[src/rtl/ps2_frame_rx.sv]
// PS/2 device-to-host frame receiver: synchronizes the device clock/data, decodes
// start/data/parity/stop frames with an inactivity timeout, and queues words in a small FIFO.
module ps2_frame_rx #(
   parameter int unsigned DATA_W      = 8,
   parameter bit          PARITY_ODD  = 1'b1,
   parameter int unsigned FIFO_DEPTH  = 4,
   parameter int unsigned TIMEOUT_CYC = 2000
) (
   input  logic                              clk,
   input  logic                              rst_n,
   input  logic                              i_ps2_clk,
   input  logic                              i_ps2_data,
   output logic [DATA_W-1:0]                 o_data,
   output logic                              o_perr,
   output logic                              o_valid,
   input  logic                              i_ready,
   output logic [$clog2(FIFO_DEPTH+1)-1:0]   o_level,
   output logic                              o_frame_err,
   output logic                              o_timeout,
   output logic                              o_overflow
);

   localparam int unsigned CNT_W = (DATA_W > 1) ? $clog2(DATA_W) : 1;
   localparam int unsigned PTR_W = (FIFO_DEPTH > 1) ? $clog2(FIFO_DEPTH) : 1;
   localparam int unsigned LVL_W = $clog2(FIFO_DEPTH + 1);
   localparam int unsigned TMR_W = (TIMEOUT_CYC > 1) ? $clog2(TIMEOUT_CYC) : 1;

   typedef enum logic [1:0] {StIdle, StData, StParity, StStop} state_e;

   // ---------------------------------------------------------------------------------------
   // Input synchronizers; all reset to 1 so reset release never looks like a falling edge.
   // ---------------------------------------------------------------------------------------
   logic clk_s1_q, clk_s2_q, clk_prev_q;
   logic data_s1_q, data_s2_q;
   logic ps2_edge;

   always_ff @(posedge clk or negedge rst_n) begin
      if (!rst_n) begin
         clk_s1_q   <= 1'b1;
         clk_s2_q   <= 1'b1;
         clk_prev_q <= 1'b1;
         data_s1_q  <= 1'b1;
         data_s2_q  <= 1'b1;
      end else begin
         clk_s1_q   <= i_ps2_clk;
         clk_s2_q   <= clk_s1_q;
         clk_prev_q <= clk_s2_q;
         data_s1_q  <= i_ps2_data;
         data_s2_q  <= data_s1_q;
      end
   end

   assign ps2_edge = clk_prev_q & ~clk_s2_q;

   // ---------------------------------------------------------------------------------------
   // Frame decoder
   // ---------------------------------------------------------------------------------------
   state_e            state_q, state_d;
   logic [CNT_W-1:0]  bit_cnt_q, bit_cnt_d;
   logic [TMR_W-1:0]  timer_q, timer_d;
   logic [DATA_W-1:0] shreg_q, shreg_d;
   logic              perr_q, perr_d;
   logic              frame_err_q, frame_err_d;
   logic              timeout_q, timeout_d;
   logic              push;

   always_ff @(posedge clk or negedge rst_n) begin
      if (!rst_n) begin
         state_q     <= StIdle;
         bit_cnt_q   <= '0;
         timer_q     <= '0;
         shreg_q     <= '0;
         perr_q      <= 1'b0;
         frame_err_q <= 1'b0;
         timeout_q   <= 1'b0;
      end else begin
         state_q     <= state_d;
         bit_cnt_q   <= bit_cnt_d;
         timer_q     <= timer_d;
         shreg_q     <= shreg_d;
         perr_q      <= perr_d;
         frame_err_q <= frame_err_d;
         timeout_q   <= timeout_d;
      end
   end

   always_comb begin
      state_d     = state_q;
      bit_cnt_d   = bit_cnt_q;
      timer_d     = timer_q;
      shreg_d     = shreg_q;
      perr_d      = perr_q;
      frame_err_d = 1'b0;
      timeout_d   = 1'b0;
      push        = 1'b0;

      if (state_q == StIdle) begin
         timer_d = '0;
      end else if (ps2_edge) begin
         timer_d = '0;
      end else if (timer_q == TMR_W'(TIMEOUT_CYC - 1)) begin
         // Device went quiet mid-frame: drop the partial word.
         state_d   = StIdle;
         bit_cnt_d = '0;
         timer_d   = '0;
         timeout_d = 1'b1;
      end else begin
         timer_d = timer_q + 1'b1;
      end

      unique case (state_q)
         StIdle: begin
            if (ps2_edge && !data_s2_q) begin
               state_d   = StData;
               bit_cnt_d = '0;
               shreg_d   = '0;
            end
         end
         StData: begin
            if (ps2_edge) begin
               shreg_d[bit_cnt_q] = data_s2_q;
               if (bit_cnt_q == CNT_W'(DATA_W - 1)) begin
                  state_d   = StParity;
                  bit_cnt_d = '0;
               end else begin
                  bit_cnt_d = bit_cnt_q + 1'b1;
               end
            end
         end
         StParity: begin
            if (ps2_edge) begin
               // xor of data and parity is 1 when the total number of ones is odd
               perr_d  = (^shreg_q) ^ data_s2_q ^ PARITY_ODD;
               state_d = StStop;
            end
         end
         StStop: begin
            if (ps2_edge) begin
               if (data_s2_q) push = 1'b1;
               else           frame_err_d = 1'b1;
               state_d = StIdle;
            end
         end
         default: state_d = StIdle;
      endcase
   end

   // ---------------------------------------------------------------------------------------
   // Receive FIFO
   // ---------------------------------------------------------------------------------------
   logic [DATA_W:0]  mem_q [FIFO_DEPTH];
   logic [PTR_W-1:0] wr_ptr_q, wr_ptr_d;
   logic [PTR_W-1:0] rd_ptr_q, rd_ptr_d;
   logic [LVL_W-1:0] level_q, level_d;
   logic             overflow_q, overflow_d;
   logic             pop, full, push_ok;

   always_comb begin
      pop        = (level_q != '0) && i_ready;
      full       = (level_q == LVL_W'(FIFO_DEPTH));
      push_ok    = push && (!full || pop);
      overflow_d = push && full && !pop;
      wr_ptr_d   = wr_ptr_q;
      rd_ptr_d   = rd_ptr_q;
      level_d    = level_q;
      if (push_ok) begin
         wr_ptr_d = (wr_ptr_q == PTR_W'(FIFO_DEPTH - 1)) ? '0 : wr_ptr_q + 1'b1;
      end
      if (pop) begin
         rd_ptr_d = (rd_ptr_q == PTR_W'(FIFO_DEPTH - 1)) ? '0 : rd_ptr_q + 1'b1;
      end
      if (push_ok && !pop)      level_d = level_q + 1'b1;
      else if (!push_ok && pop) level_d = level_q - 1'b1;
   end

   always_ff @(posedge clk or negedge rst_n) begin
      if (!rst_n) begin
         wr_ptr_q   <= '0;
         rd_ptr_q   <= '0;
         level_q    <= '0;
         overflow_q <= 1'b0;
      end else begin
         wr_ptr_q   <= wr_ptr_d;
         rd_ptr_q   <= rd_ptr_d;
         level_q    <= level_d;
         overflow_q <= overflow_d;
      end
   end

   always_ff @(posedge clk or negedge rst_n) begin
      if (!rst_n) begin
         for (int i = 0; i < int'(FIFO_DEPTH); i++) mem_q[i] <= '0;
      end else if (push_ok) begin
         mem_q[wr_ptr_q] <= {perr_q, shreg_q};
      end
   end

   always_comb begin
      o_valid = (level_q != '0);
      o_data  = '0;
      o_perr  = 1'b0;
      if (o_valid) begin
         o_data = mem_q[rd_ptr_q][DATA_W-1:0];
         o_perr = mem_q[rd_ptr_q][DATA_W];
      end
   end

   assign o_level     = level_q;
   assign o_frame_err = frame_err_q;
   assign o_timeout   = timeout_q;
   assign o_overflow  = overflow_q;

endmodule

[config.mk]
export PLATFORM = sky130hd
export DESIGN_NAME = ps2_frame_rx
export DESIGN_NICKNAME = d
export VERILOG_FILES = /design/src/rtl/ps2_frame_rx.sv
export SDC_FILE = /design/constraint.sdc
export NUM_CORES = 1
export LEC_CHECK = 0
export ABC_CLOCK_PERIOD_IN_PS = 5800
export BUFFER_PORTS_ARGS = -buffer_cell sky130_fd_sc_hd__buf_2
export CAP_MARGIN = 20
export CORE_MARGIN = 4
export CORE_UTILIZATION = 40
export DETAILED_ROUTE_END_ITERATION = 8
export GPL_TIMING_DRIVEN = 0
export PLACE_DENSITY = 0.53
export SLEW_MARGIN = 25
export SYNTH_ARGS = -nofsm -noshare
export SYNTH_HDL_FRONTEND = slang
export SYNTH_SLANG_ARGS = --single-unit
[constraint.sdc]
create_clock -name clk -period 5.8 [get_ports clk]
set_input_delay 0.29 -clock clk [delete_from_list [all_inputs] [get_ports clk]]
set_output_delay 0.29 -clock clk [all_outputs]
set_load 0.05 [all_outputs]
==> metrics.cfg, run 1 <==
[floorplan]
pin_count=21
coreArea_sq_mm=0.008848
die_area_sq_mm=0.01083
fp.dieW_um=104.1
die_y_um=104.1
rows=34
initial_utilization_pct=41.74

[hold_path]
hold_start=i_ps2_data
hold_class=in -> reg
min_to=data_s1_q
min_path_cells=1

[sta]
tightest_slew_ns=0.6863
hold_viol=0
relSlewSlack_pct=53.61
maxSlewViolCount=0
min_period_ns=2.459
finalCritPeriodShare_pct=42.40
max_freq_ghz=0.4067
finalSetupTns_ns=0
fin_skew_ns=0.009631
setup_viol=0
rsz0062_at_grt=no

[placed_design]
portBuffers=20
placed_area_sq_mm=0.003959
routabilityCongestion=0.7407
dp_hpwl_um=4702

[clocking]
cts_buffers=9
root_buffer=clkbuf_8
insertion_delay_ns=0.34
clockBufferDepth=2
clk_pin_slew_worst_paths_ns=0.08
ctsResizeCount=0
cts_tree=built
h-tree-depth=3
clock-sinks=76

[yosys]
synth_nets=311
synth.distinct_cells=51
synthCells=296
syn_avg_cell_area_sq_um=12.48
yosysTopAreaCellShare_pct=48.10
yosys_warnings=0
synth_seq_cells=76
ys_top_cells_by_area=dfrtp_1 (48%), mux2_2 (10%), mux4_2 (5.5%)
yosysTopAreaCell=dfrtp_1
yosysSeqAreaShare_pct=51.66
syn-cell-area_sq_mm=0.003694

[detailed_routing]
route.detailed.wl_per_inst_um=15.48
drtAntennaViolNets=0
dr_wl_met2_um=3157
met1_length_um=3406
wl_um=6843
drt_pre_antenna_iters=4
met3_length_um=206
vias=2345
drc=0
routed_via_density=5.305
drt_iter0_markers=45
highest_layer=met4

[flow_run]
drv_cap=0

[worst_setup_path]
cp_slowest_stage_delay_ns=0.58
path_max_fanout=9
critPathCaptureType=register
path_cells=inv_2, nor3_4, ha_1, inv_1, fa_1, xor2_1, nor2_1, xor2_1
crit_path_frequent_cell=xor2_1
crit_path_top_delay_cell=dfstp_2
r2r-start=data_s2_q
critPathKind=reg -> reg
reg2reg_depth=8
rrSetupSlack_ns=3.34
cp_data_required_time_ns=6.06
r2r_end=o_level[2]
cp.arrival_ns=2.72
start_kind=register

[global_routing]
antenna_found_initial=0
grt_overflow=0
grt_pass1_vias=2332
grt.total_usage_pct=13.52
grt_pass1_wl_um=11670
grt_max_degree=44

[final_layout]
syn_to_final_growth_pct=12.87
finalNetCount=344
drive_above_1_share_pct=29.64
num_antenna_cells=0
fin_area_sq_mm=0.004169

[outcome]
status=finished, final reports clean

[power]
ir_drop_v=0.0001507
power.density_mw_per_mm2=338.2
finalPower_w=0.001410
power_leakage_nw=1.982

==> cell families after synthesis <==
family / Yosys count / share of synthesized area [%]
XOR/XNOR: 16 / 4.167
adder cells (fa/ha/maj): 10 / 3.591
AO/OA/AOI/OAI: 49 / 8.503
multiplexers: 48 / 17.68
AND/OR/NAND/NOR: 77 / 12.30
buffers and inverters: 20 / 2.100
flip-flops: 76 / 51.66
==> cell usage in the layout (no fill, tap or decap), drive strengths merged, types with 6 or more instances in the layout <==
master  count
buf        23
a21oi       7
xor2        6
xnor2       9
inv        11
nor2       19
o21ai      19
mux2       39
dfrtp      71
ha          9
mux4        9
nand2      15
clkbuf     19
and2       10
nand3       9
==> area by class of cell <==
type	instances	area, sq um
Inverter	10	37.54
Buffer	10	40.04
Timing Repair Buffer	22	140.1
Clock buffer	11	141.4
Clock inverter	5	58.81
Fill cell	809	4679
Tap cell	108	135.1
Multi-Input combinational cell	200	1708
Sequential cell	76	1908
==> synthesized netlist by cell type (all sizes together) <==
library cell,instances
dfrtp,71
xnor3,1
o31a,1
nand2,15
a21oi,7
clkbuf,8
nand4b,1
o21ai,19
a41oi,1
and2,10
o22ai,1
buf,2
a21o,2
nand2b,2
ha,9
xor2,6
mux4,9
mux2,39
dfstp,5
and3,2
fa,1
a21boi,5
nor2,19
or3b,2
nand4,1
nor4,2
o211ai,1
xnor2,9
nand3,9
or3,1
a31oi,3
or2,1
nor3,5
nor3b,1
inv,10
and4bb,1
nor4b,1
o21bai,1
o221a,1
nor2b,3
a32o,4
o31ai,1
o21a,2
nand3b,1
==> worst max-delay path by stage <==
| stage | from | end | slack, ns | cells after the start |
|---|---|---|---|---|
| 2_1_floorplan | o_level[0] | o_level[2] | 3.28 | 8 |
| 3_3_place_gp | data_s2_q | o_level[2] | 3.34 | 8 |
| 3_5_place_dp | data_s2_q | o_level[2] | 3.32 | 8 |
| 4_1_cts | data_s2_q | o_level[2] | 3.31 | 8 |
| 5_1_grt | data_s2_q | o_level[2] | 3.18 | 8 |
| 6_report | data_s2_q | o_level[2] | 3.34 | 8 |
==> critical path: cells and delay by family, from the launching register on <==
| family | cells | cell delay, ns |
|---|---|---|
| buffers and inverters | 2 | 0.17 |
| xor gates and xnor gates | 2 | 0.34 |
| DFF | 1 | 0.58 |
| and+or+nand+nor | 2 | 0.63 |
| adders and majority gates | 2 | 0.65 |
==> power by group <==
| group | leakage (nW) | total, W | internal (W) | switching (W) |
|---|---|---|---|---|
| sequential | 1.00 | 0.000643 | 0.000578 | 0.0000655 |
| clock | 0.0959 | 0.000405 | 0.000212 | 0.000194 |
| combinational | 0.882 | 0.000361 | 0.000150 | 0.000211 |
| total | 1.98 | 0.00141 | 0.000940 | 0.000470 |
==> routing by layer <==
layer,global-route usage [%],vias to the layer above
met3,4.221,7
met5,0,-
met2,20.89,32
met4,3.704,0
met1,18.45,1181
li1,-,1125
==> state kept, by name (all words and copies together) (netlist names), 2 cells and up <==
name	flops
state_q	2
rd_ptr_q	2
timer_q	11
wr_ptr_q	2
o_level	3
mem_q	36
bit_cnt_q	3
shreg_q	8
==> stage by stage <==
step / utilization, % / hold slack, ns / setup slack, ns / std cells
after floorplan: - / -0.005591 / 3.279 / 296
after global placement: 44.40 / 0.3476 / 3.337 / 424
after detailed placement: 44.74 / 0.2768 / 3.322 / 425
after CTS: 47.12 / 0.02282 / 3.307 / 442
after global routing: 47.12 / 0.01911 / 3.184 / 442
final: 47.12 / 0.04576 / 3.341 / 442
==> repair_timing <==
item                                   in CTS  in global routing
setup buffers                               0                  0
hold buffers                                1                  0
setup endpoints to repair                   0                  0
endpoints found under the hold margin      30                  0
No activity file was read; power rests on OpenSTA's default activity.
==> inputs of run 2 (changes only) <==
ABC_AREA = 1   (was not set)
ABC_CLOCK_PERIOD_IN_PS = 2100   (was 5800)
PLACE_DENSITY = 0.55   (was 0.53)
clock period = 2.1 ns   (was 5.8 ns; I/O delays follow)
==> run 2 against run 1 <==
  * Power rose to 3.9 times the previous value
  * Sequential share of layout area fell by 2.7 points
  * Clock power rose to 3.1 times the previous value
  * First-iteration DRC count rose by 140%
  * Sequential cell count did not move
  * Hold slack improved by 0.087 ns
  * Synthesized cell count rose by 50%
  * Synthesized area rose by 2.7%
  * Routed wire length rose by 15%
  * Via count rose by 26%
  * Largest power group is now combinational cells
  * Non-clock buffer count rose by 6
==> metrics.cfg, run 2 <==
[outcome]
status=finished, final reports clean  ; unchanged

[placed_design]
dp_hpwl_um=5831  ; was 4702 um
placed_area_sq_mm=0.004138  ; was 0.003959 sq mm
portBuffers=20  ; unchanged
routabilityCongestion=0.7812  ; was 0.7407

[worst_setup_path]
cp.arrival_ns=2.21  ; was 2.72 ns
rrSetupSlack_ns=0.13  ; was 3.34 ns
cp_data_required_time_ns=2.34  ; was 6.06 ns
critPathCaptureType=register  ; unchanged
path_max_fanout=5  ; was 9
start_kind=register  ; unchanged
critPathKind=reg -> reg  ; unchanged

[global_routing]
grt.total_usage_pct=15.84  ; was 13.52%
grt_pass1_wl_um=14370  ; was 11,670 um
grt_overflow=0  ; unchanged
grt_max_degree=46  ; was 44
grt_pass1_vias=2986  ; was 2,332
antenna_found_initial=0  ; unchanged

[sta]
rsz0062_at_grt=no  ; unchanged
hold_viol=0  ; unchanged
tightest_slew_ns=0.5798  ; was 0.6863 ns
relSlewSlack_pct=61.05  ; was 53.61%
min_period_ns=1.974  ; was 2.459 ns
setup_viol=0  ; unchanged
max_freq_ghz=0.5066  ; was 0.4067 GHz
maxSlewViolCount=0  ; unchanged
finalCritPeriodShare_pct=93.99  ; was 42.40%
fin_skew_ns=0.01284  ; was 0.009631 ns

[floorplan]
fp.dieW_um=105.4  ; was 104.1 um
die_y_um=105.4  ; was 104.1 um
rows=35  ; was 34
initial_utilization_pct=41.06  ; was 41.74%
pin_count=21  ; unchanged
coreArea_sq_mm=0.009240  ; was 0.008848 sq mm
die_area_sq_mm=0.01111  ; was 0.01083 sq mm

[hold_path]
hold_class=in -> reg  ; unchanged

[final_layout]
final.fill_count=913  ; was 809
top_regs=mem_q x36, timer_q x11, shreg_q x8  ; unchanged
fin_area_sq_mm=0.004441  ; was 0.004169 sq mm
drive_above_1_share_pct=16.39  ; was 29.64%
largest_reg_flops=36  ; unchanged
final_cell_mix=nand2_1 (89), dfrtp_1 (68), inv_1 (59)  ; was dfrtp_1 (71), mux2_2 (33), buf_2 (21)
top_register=mem_q  ; unchanged
finalNetCount=498  ; was 344
layout_commonest_cell=nand2_1  ; was dfrtp_1
num_antenna_cells=0  ; unchanged
syn_to_final_growth_pct=17.05  ; was 12.87%

[yosys]
syn-cell-area_sq_mm=0.003794  ; was 0.003694 sq mm
yosysSeqAreaShare_pct=50.30  ; was 51.66%
muxShareOfSynthArea_pct=0.2968  ; was 17.68%
yosysTopAreaCell=dfrtp_1  ; unchanged
yosys_warnings=0  ; unchanged
synth.distinct_cells=30  ; was 51
synthCells=444  ; was 296
synthArstFlopShare_pct=100.0  ; unchanged
synthTopCellsByCount=nand2_1 (90), dfrtp_1 (71), inv_1 (64)  ; was dfrtp_1 (71), mux2_2 (33), nor2_1 (19)
yosys.area_share.simple_pct=19.46  ; was 12.30%
yosysTopAreaCellShare_pct=46.83  ; was 48.10%
synth.most_common_cell=nand2_1  ; was dfrtp_1
syn_avg_cell_area_sq_um=8.544  ; was 12.48 sq um
synth_compound_area_share_pct=16.85  ; was 8.503%
synth_nets=459  ; was 311
synthAdderAreaFrac_pct=3.496  ; was 3.591%
synth_xor_area_share_pct=1.154  ; was 4.167%
dominantRegCellSynth=dfrtp_1  ; unchanged
synth_seq_cells=76  ; unchanged
ys_top_cells_by_area=dfrtp_1 (47%), nand2_1 (8.9%), o21ai_0 (6.5%)  ; was dfrtp_1 (48%), mux2_2 (10%), mux4_2 (5.5%)
synth_top_family_by_area=simple AND/OR/NAND/NOR gates  ; was multiplexers
synth_edf_count=0  ; unchanged

[clocking]
clockBufferDepth=2  ; unchanged
insertion_delay_ns=0.35  ; was 0.34 ns
root_buffer=clkbuf_8  ; unchanged
cts_tree=built  ; unchanged
clock-sinks=76  ; unchanged
cts_buffers=9  ; unchanged
h-tree-depth=3  ; unchanged
clk_pin_slew_worst_paths_ns=0.08  ; about the same

[flow_run]
drv_cap=0  ; unchanged

[power]
ir_drop_v=0.0004915  ; was 0.0001507 V
power_leakage_nw=2.186  ; was 1.982 nW
finalPower_w=0.005473  ; was 0.001410 W
power.density_mw_per_mm2=1233  ; was 338.2 mW/mm^2

[detailed_routing]
routed_via_density=4.794  ; was 5.305
drtAntennaViolNets=0  ; unchanged
drc=0  ; unchanged
wl_um=7891  ; was 6843 um
drt_pre_antenna_iters=5  ; was 4
vias=2958  ; was 2,345
drt_iter0_markers=109  ; was 45
route.detailed.wl_per_inst_um=12.79  ; was 15.48 um

[run 2: changes by cell type after synthesis, moves of 7 or more]
cell	before	now
a21oi_1	7	39
and2_1	10	0
inv_1	9	64
mux2_2	33	1
mux4_2	9	0
nand2_1	11	90
nand3_1	9	23
nor2_1	19	29
o21a_1	2	16
o21ai_0	18	49
o22ai_1	1	8
xnor2_1	9	2
[run 2: logic make-up after synthesis]
logic type,Yosys count
simple gates,160
compound gates,115
mux,1
xor+xnor,5
fa+ha+maj,10
buf+inv,77
flops,76
[run 2: layer usage]
| metal | routed length, um | up-vias | track usage [%] |
|---|---|---|---|
| met4 | 75 | 0 | 4.873 |
| met3 | 237 | 9 | 3.735 |
| li1 | - | 1522 | - |
| met2 | 3780 | 42 | 26.82 |
| met5 | 0 | - | 0 |
| met1 | 3798 | 1385 | 20.02 |
[run 2: per-stage QoR]
| step | TNS, ns | instances | setup WS [ns] | util (%) | hold WS, ns |
|---|---|---|---|---|---|
| after floorplan | 0 | 444 | 0.008293 | - | -0.1906 |
| after global placement | -0.1947 | 593 | -0.1048 | 44.54 | 0.2094 |
| after detailed placement | -0.2226 | 594 | -0.1143 | 44.78 | 0.1528 |
| after CTS | 0 | 615 | 0.003858 | 47.72 | 0.1305 |
| after global routing | 0 | 617 | 0.01139 | 48.06 | 0.1437 |
| final | 0 | 617 | 0.1262 | 48.06 | 0.1330 |
[run 2: worst paths after layout]
kind / from / cells after the start / end
min in group asynchronous: rst_n / 2 / mem_q[24]
worst max register to register: data_s2_q / 8 / o_level[1]
worst max-delay path: data_s2_q / 8 / o_level[1]
max in group asynchronous: rst_n / 3 / bit_cnt_q[2]
worst min-delay path: i_ready / 4 / o_overflow
worst min register to register: clk_s1_q / 0 / clk_s2_q
[run 2: critical path: stages (launching register included)]
cell,delay (ns)
dfstp_2,0.56
inv_2,0.07
nor3_4,0.27
nand2_8,0.08
inv_6,0.07
ha_4,0.12
inv_2,0.04
fa_2,0.39
mux2_2,0.27
[run 2: cell type report]
cell class / count / area, sq um / share of cell area, %
sequential: 76 / 1912 / 43.05
multi-input combinational: 291 / 1622 / 36.52
inverter: 67 / 262.8 / 5.917
timing repair buffer: 28 / 187.7 / 4.227
tap: 129 / 161.4 / 3.635
clock buffer: 9 / 123.9 / 2.790
clock inverter: 7 / 98.84 / 2.226
buffer: 10 / 72.57 / 1.634
[run 2: repair_timing]
action | 4_1_cts | 5_1_grt
gates resized for setup | 3 | 7
pin swaps | 2 | 6
buffers inserted | 2 | 2
hold buffers | 3 | 0
setup endpoints to repair | 11 | 11
hold endpoints to repair | 41 | 0
[run 2: power breakdown]
part | internal, W | switching (W)
clock | 0.000675 | 0.000570
sequential | 0.00169 | 0.000245
combinational | 0.000647 | 0.00164
total | 0.00301 | 0.00246
==> inputs of run 3 (changes only) <==
--- a/config.mk
+++ b/config.mk
@@ -7,5 +7,5 @@
 export LEC_CHECK = 0
 export ABC_AREA = 1
-export ABC_CLOCK_PERIOD_IN_PS = 2100
+export ABC_CLOCK_PERIOD_IN_PS = 1650
 export BUFFER_PORTS_ARGS = -buffer_cell sky130_fd_sc_hd__buf_2
 export CAP_MARGIN = 20
==> constraint.sdc (replaced) <==
create_clock -name clk -period 1.65 [get_ports clk]
set_input_delay 0.0825 -clock clk [delete_from_list [all_inputs] [get_ports clk]]
set_output_delay 0.0825 -clock clk [all_outputs]
set_load 0.02 [all_outputs]
==> run 3 against run 2 <==
  * Clock-buffer cell count did not move
  * Final area rose by 12%
  * Cell count rose by 3.4%
  * Power rose by 41%
  * Largest cell class unchanged
  * The flow now finishes with violations (setup timing)
  * Highest routed layer unchanged
  * Utilization rose by 5.7 points
  * Clock power rose by 42%
  * Die area did not move
  * First-iteration DRC count fell by 9.2%
  * Critical endpoint unchanged
  * Critical path type unchanged
  * Critical path depth did not move
==> metrics.cfg, run 3 (synthesized netlist as in run 2, its figures left out) <==
[outcome]
status=finished, violations left  ; was finished, final reports clean
violations=setup timing

[final_layout]
layout_commonest_cell=nand2_1  ; unchanged
finalNetCount=519  ; was 498
multi_input_area_sq_mm=0.001814  ; was 0.001622 sq mm
num_antenna_cells=0  ; unchanged
top_regs=mem_q x36, timer_q x11, shreg_q x8  ; unchanged
largest_reg_flops=36  ; unchanged
top_register=mem_q  ; unchanged
final.fill_count=835  ; was 913
regArea_sq_mm=0.001913  ; was 0.001912 sq mm
final_cell_mix=nand2_1 (87), dfrtp_1 (67), inv_1 (60)  ; was nand2_1 (89), dfrtp_1 (68), inv_1 (59)
layout.cells.non_filler=638  ; was 617
drive_above_1_share_pct=27.11  ; was 16.39%
syn_to_final_growth_pct=30.87  ; was 17.05%

[floorplan]
die_y_um=105.4  ; unchanged
initial_utilization_pct=41.06  ; unchanged
rows=35  ; unchanged
pin_count=21  ; unchanged
die_area_sq_mm=0.01111  ; unchanged
coreArea_sq_mm=0.009240  ; unchanged
fp.dieW_um=105.4  ; unchanged

[clocking]
insertion_delay_ns=0.36  ; was 0.35 ns
root_buffer=clkbuf_8  ; unchanged
clockBufferDepth=2  ; unchanged
clock-sinks=76  ; unchanged
cts_buffers=9  ; unchanged
clk_pin_slew_worst_paths_ns=0.08  ; about the same
cts_tree=built  ; unchanged
h-tree-depth=3  ; unchanged

[sta]
rsz0062_at_grt=yes  ; was no
finalSetupTns_ns=-0.4349  ; was 0 ns
fin_skew_ns=0.01619  ; was 0.01284 ns
setup_viol=4  ; was 0
maxSlewViolCount=0  ; unchanged
min_period_ns=1.877  ; was 1.974 ns
relSlewSlack_pct=69.98  ; was 61.05%
finalCritPeriodShare_pct=113.8  ; was 93.99%
max_freq_ghz=0.5327  ; was 0.5066 GHz
tightest_slew_ns=0.4503  ; was 0.5798 ns
hold_viol=0  ; unchanged
setup_ws_ns=-0.2273  ; was 0.1262 ns

[global_routing]
grt.total_usage_pct=15.82  ; was 15.84%
grt_overflow=0  ; unchanged
grt_use_met2_pct=26.68  ; was 26.82%
antenna_found_initial=0  ; unchanged
grt_use_met3_pct=3.184  ; was 3.735%
grt_max_degree=44  ; was 46
grt_pass1_vias=2979  ; was 2,986
busiest_layer=met2  ; unchanged
use_met1_pct=20.12  ; was 20.02%
grt_pass1_wl_um=14300  ; was 14,370 um

[worst_setup_path]
r2r-start=data_s2_q  ; unchanged
rrSetupSlack_ns=-0.23  ; was 0.13 ns
crit_path_frequent_cell=inv_4  ; was inv_2
cp.arrival_ns=2.12  ; was 2.21 ns
cp.depth=8  ; unchanged
critPathCaptureType=register  ; unchanged
cp_top_family=flip-flops  ; unchanged
path_max_fanout=4  ; was 5
crit_buf_inv=3  ; unchanged
r2r_end=o_level[1]  ; unchanged
critPathKind=reg -> reg  ; unchanged
start_kind=register  ; unchanged
path_cells=inv_2, nor3_4, nand2_4, inv_4, ha_4, inv_4, fa_2, mux2_4  ; was inv_2, nor3_4, nand2_8, inv_6, ha_4, inv_2, fa_2, mux2_2
cp_slowest_stage_delay_ns=0.56  ; about the same
crit_path_top_delay_cell=dfstp_2  ; unchanged
cp_data_required_time_ns=1.89  ; was 2.34 ns
reg2reg_depth=8  ; unchanged

[power]
clkPwrFrac_pct=23.0  ; was 22.7%
p_int_w=0.004634  ; was 0.003013 W
p_switching_w=0.003080  ; was 0.002460 W
power_leakage_nw=2.388  ; was 2.186 nW
combPwrFrac_pct=44.8  ; was 41.9%
power.density_mw_per_mm2=1554  ; was 1233 mW/mm^2
power_frac_seq_pct=32.2  ; was 35.4%
switching_share_pct=39.93  ; was 44.94%
ir_drop_v=0.0005845  ; was 0.0004915 V

[detailed_routing]
drtAntennaViolNets=0  ; unchanged
route.detailed.wl_per_inst_um=13.66  ; was 12.79 um
drt_iter0_markers=99  ; was 109
drt_pre_antenna_iters=4  ; was 5
wl_um=8715  ; was 7891 um
drc=0  ; unchanged
vias=3116  ; was 2,958
routed_via_density=4.884  ; was 4.794

[placed_design]
dp_cells=594  ; unchanged
dp_hpwl_um=5779  ; was 5831 um
routabilityCongestion=0.7630  ; was 0.7812
portBuffers=20  ; unchanged
dp_slack_ns=-0.5167  ; was -0.1143 ns

[hold_path]
hold_class=in -> reg  ; unchanged
hold_start=i_ready  ; unchanged
min_to=o_overflow  ; unchanged
min_path_cells=4  ; unchanged

[flow_run]
drv_cap=0  ; unchanged

## run 3: cell type report
cell class	count	share of cell area, %
plain buffers	10	2.646
clock buffers	9	2.495
clock inverters	7	2.445
inverters	67	5.696
multi-input cells	291	36.54
flip-flops and latches	76	38.53
well taps	129	3.251
repair buffers	47	8.039
repair inverters	2	0.3528
## run 3: timing repair
action / in CTS / in global routing
resized for setup: 42 / 72
setup buffers: 9 / 12
pin swaps: 9 / 21
setup endpoints to repair: 20 / 60
hold buffers: 3 / 0
hold endpoints to repair: 35 / 0
cloned: 1 / 4
## run 3: how the worst max path moves through the flow
| stage | from | to |
|---|---|---|
| 3_3_place_gp | data_s2_q | o_level[1] |
| 6_report | data_s2_q | o_level[1] |
| 5_1_grt | clk_prev_q | o_level[2] |
| 4_1_cts | clk_prev_q | o_level[1] |
| 2_1_floorplan | o_level[0] | o_level[1] |
| 3_5_place_dp | clk_s2_q | o_level[1] |
## run 3: layer usage
metal	part of all wire (%)	routed length [um]	up-vias
met1	44	3854	1478
met4	2.9	257	0
met5	0	0	-
met3	3.5	309	17
met2	49	4293	57
li1	-	-	1564
## run 3: through the flow
| stage | total power (W) | instance area (sq um) | hold WS (ns) | utilization [%] |
|---|---|---|---|---|
| 2_1_floorplan | 0.004086 | 3829 | -0.2131 | - |
| 3_3_place_gp | 0.004734 | 4090 | 0.1870 | 44.27 |
| 3_5_place_dp | 0.004791 | 4120 | 0.06526 | 44.59 |
| 4_1_cts | 0.006982 | 4578 | 0.05954 | 49.55 |
| 5_1_grt | 0.008170 | 4965 | 0.09280 | 53.73 |
| 6_report | 0.007714 | 4965 | 0.06938 | 53.73 |
## run 3: tightest hold or removal path, delay by kind of cell
kind	cells	cell delay [ns]
buffers and inverters	2	0.15
and+or+nand+nor	2	0.16
## run 3: power by group through the flow
stage               combinational [W]  sequential (W)  clock, W
global route                  0.00376         0.00252   0.00189
detailed placement            0.00230         0.00249         0
global placement              0.00226         0.00247         0
CTS                           0.00273         0.00244   0.00181
floorplan                     0.00163         0.00245         0
finish                        0.00345         0.00249   0.00177
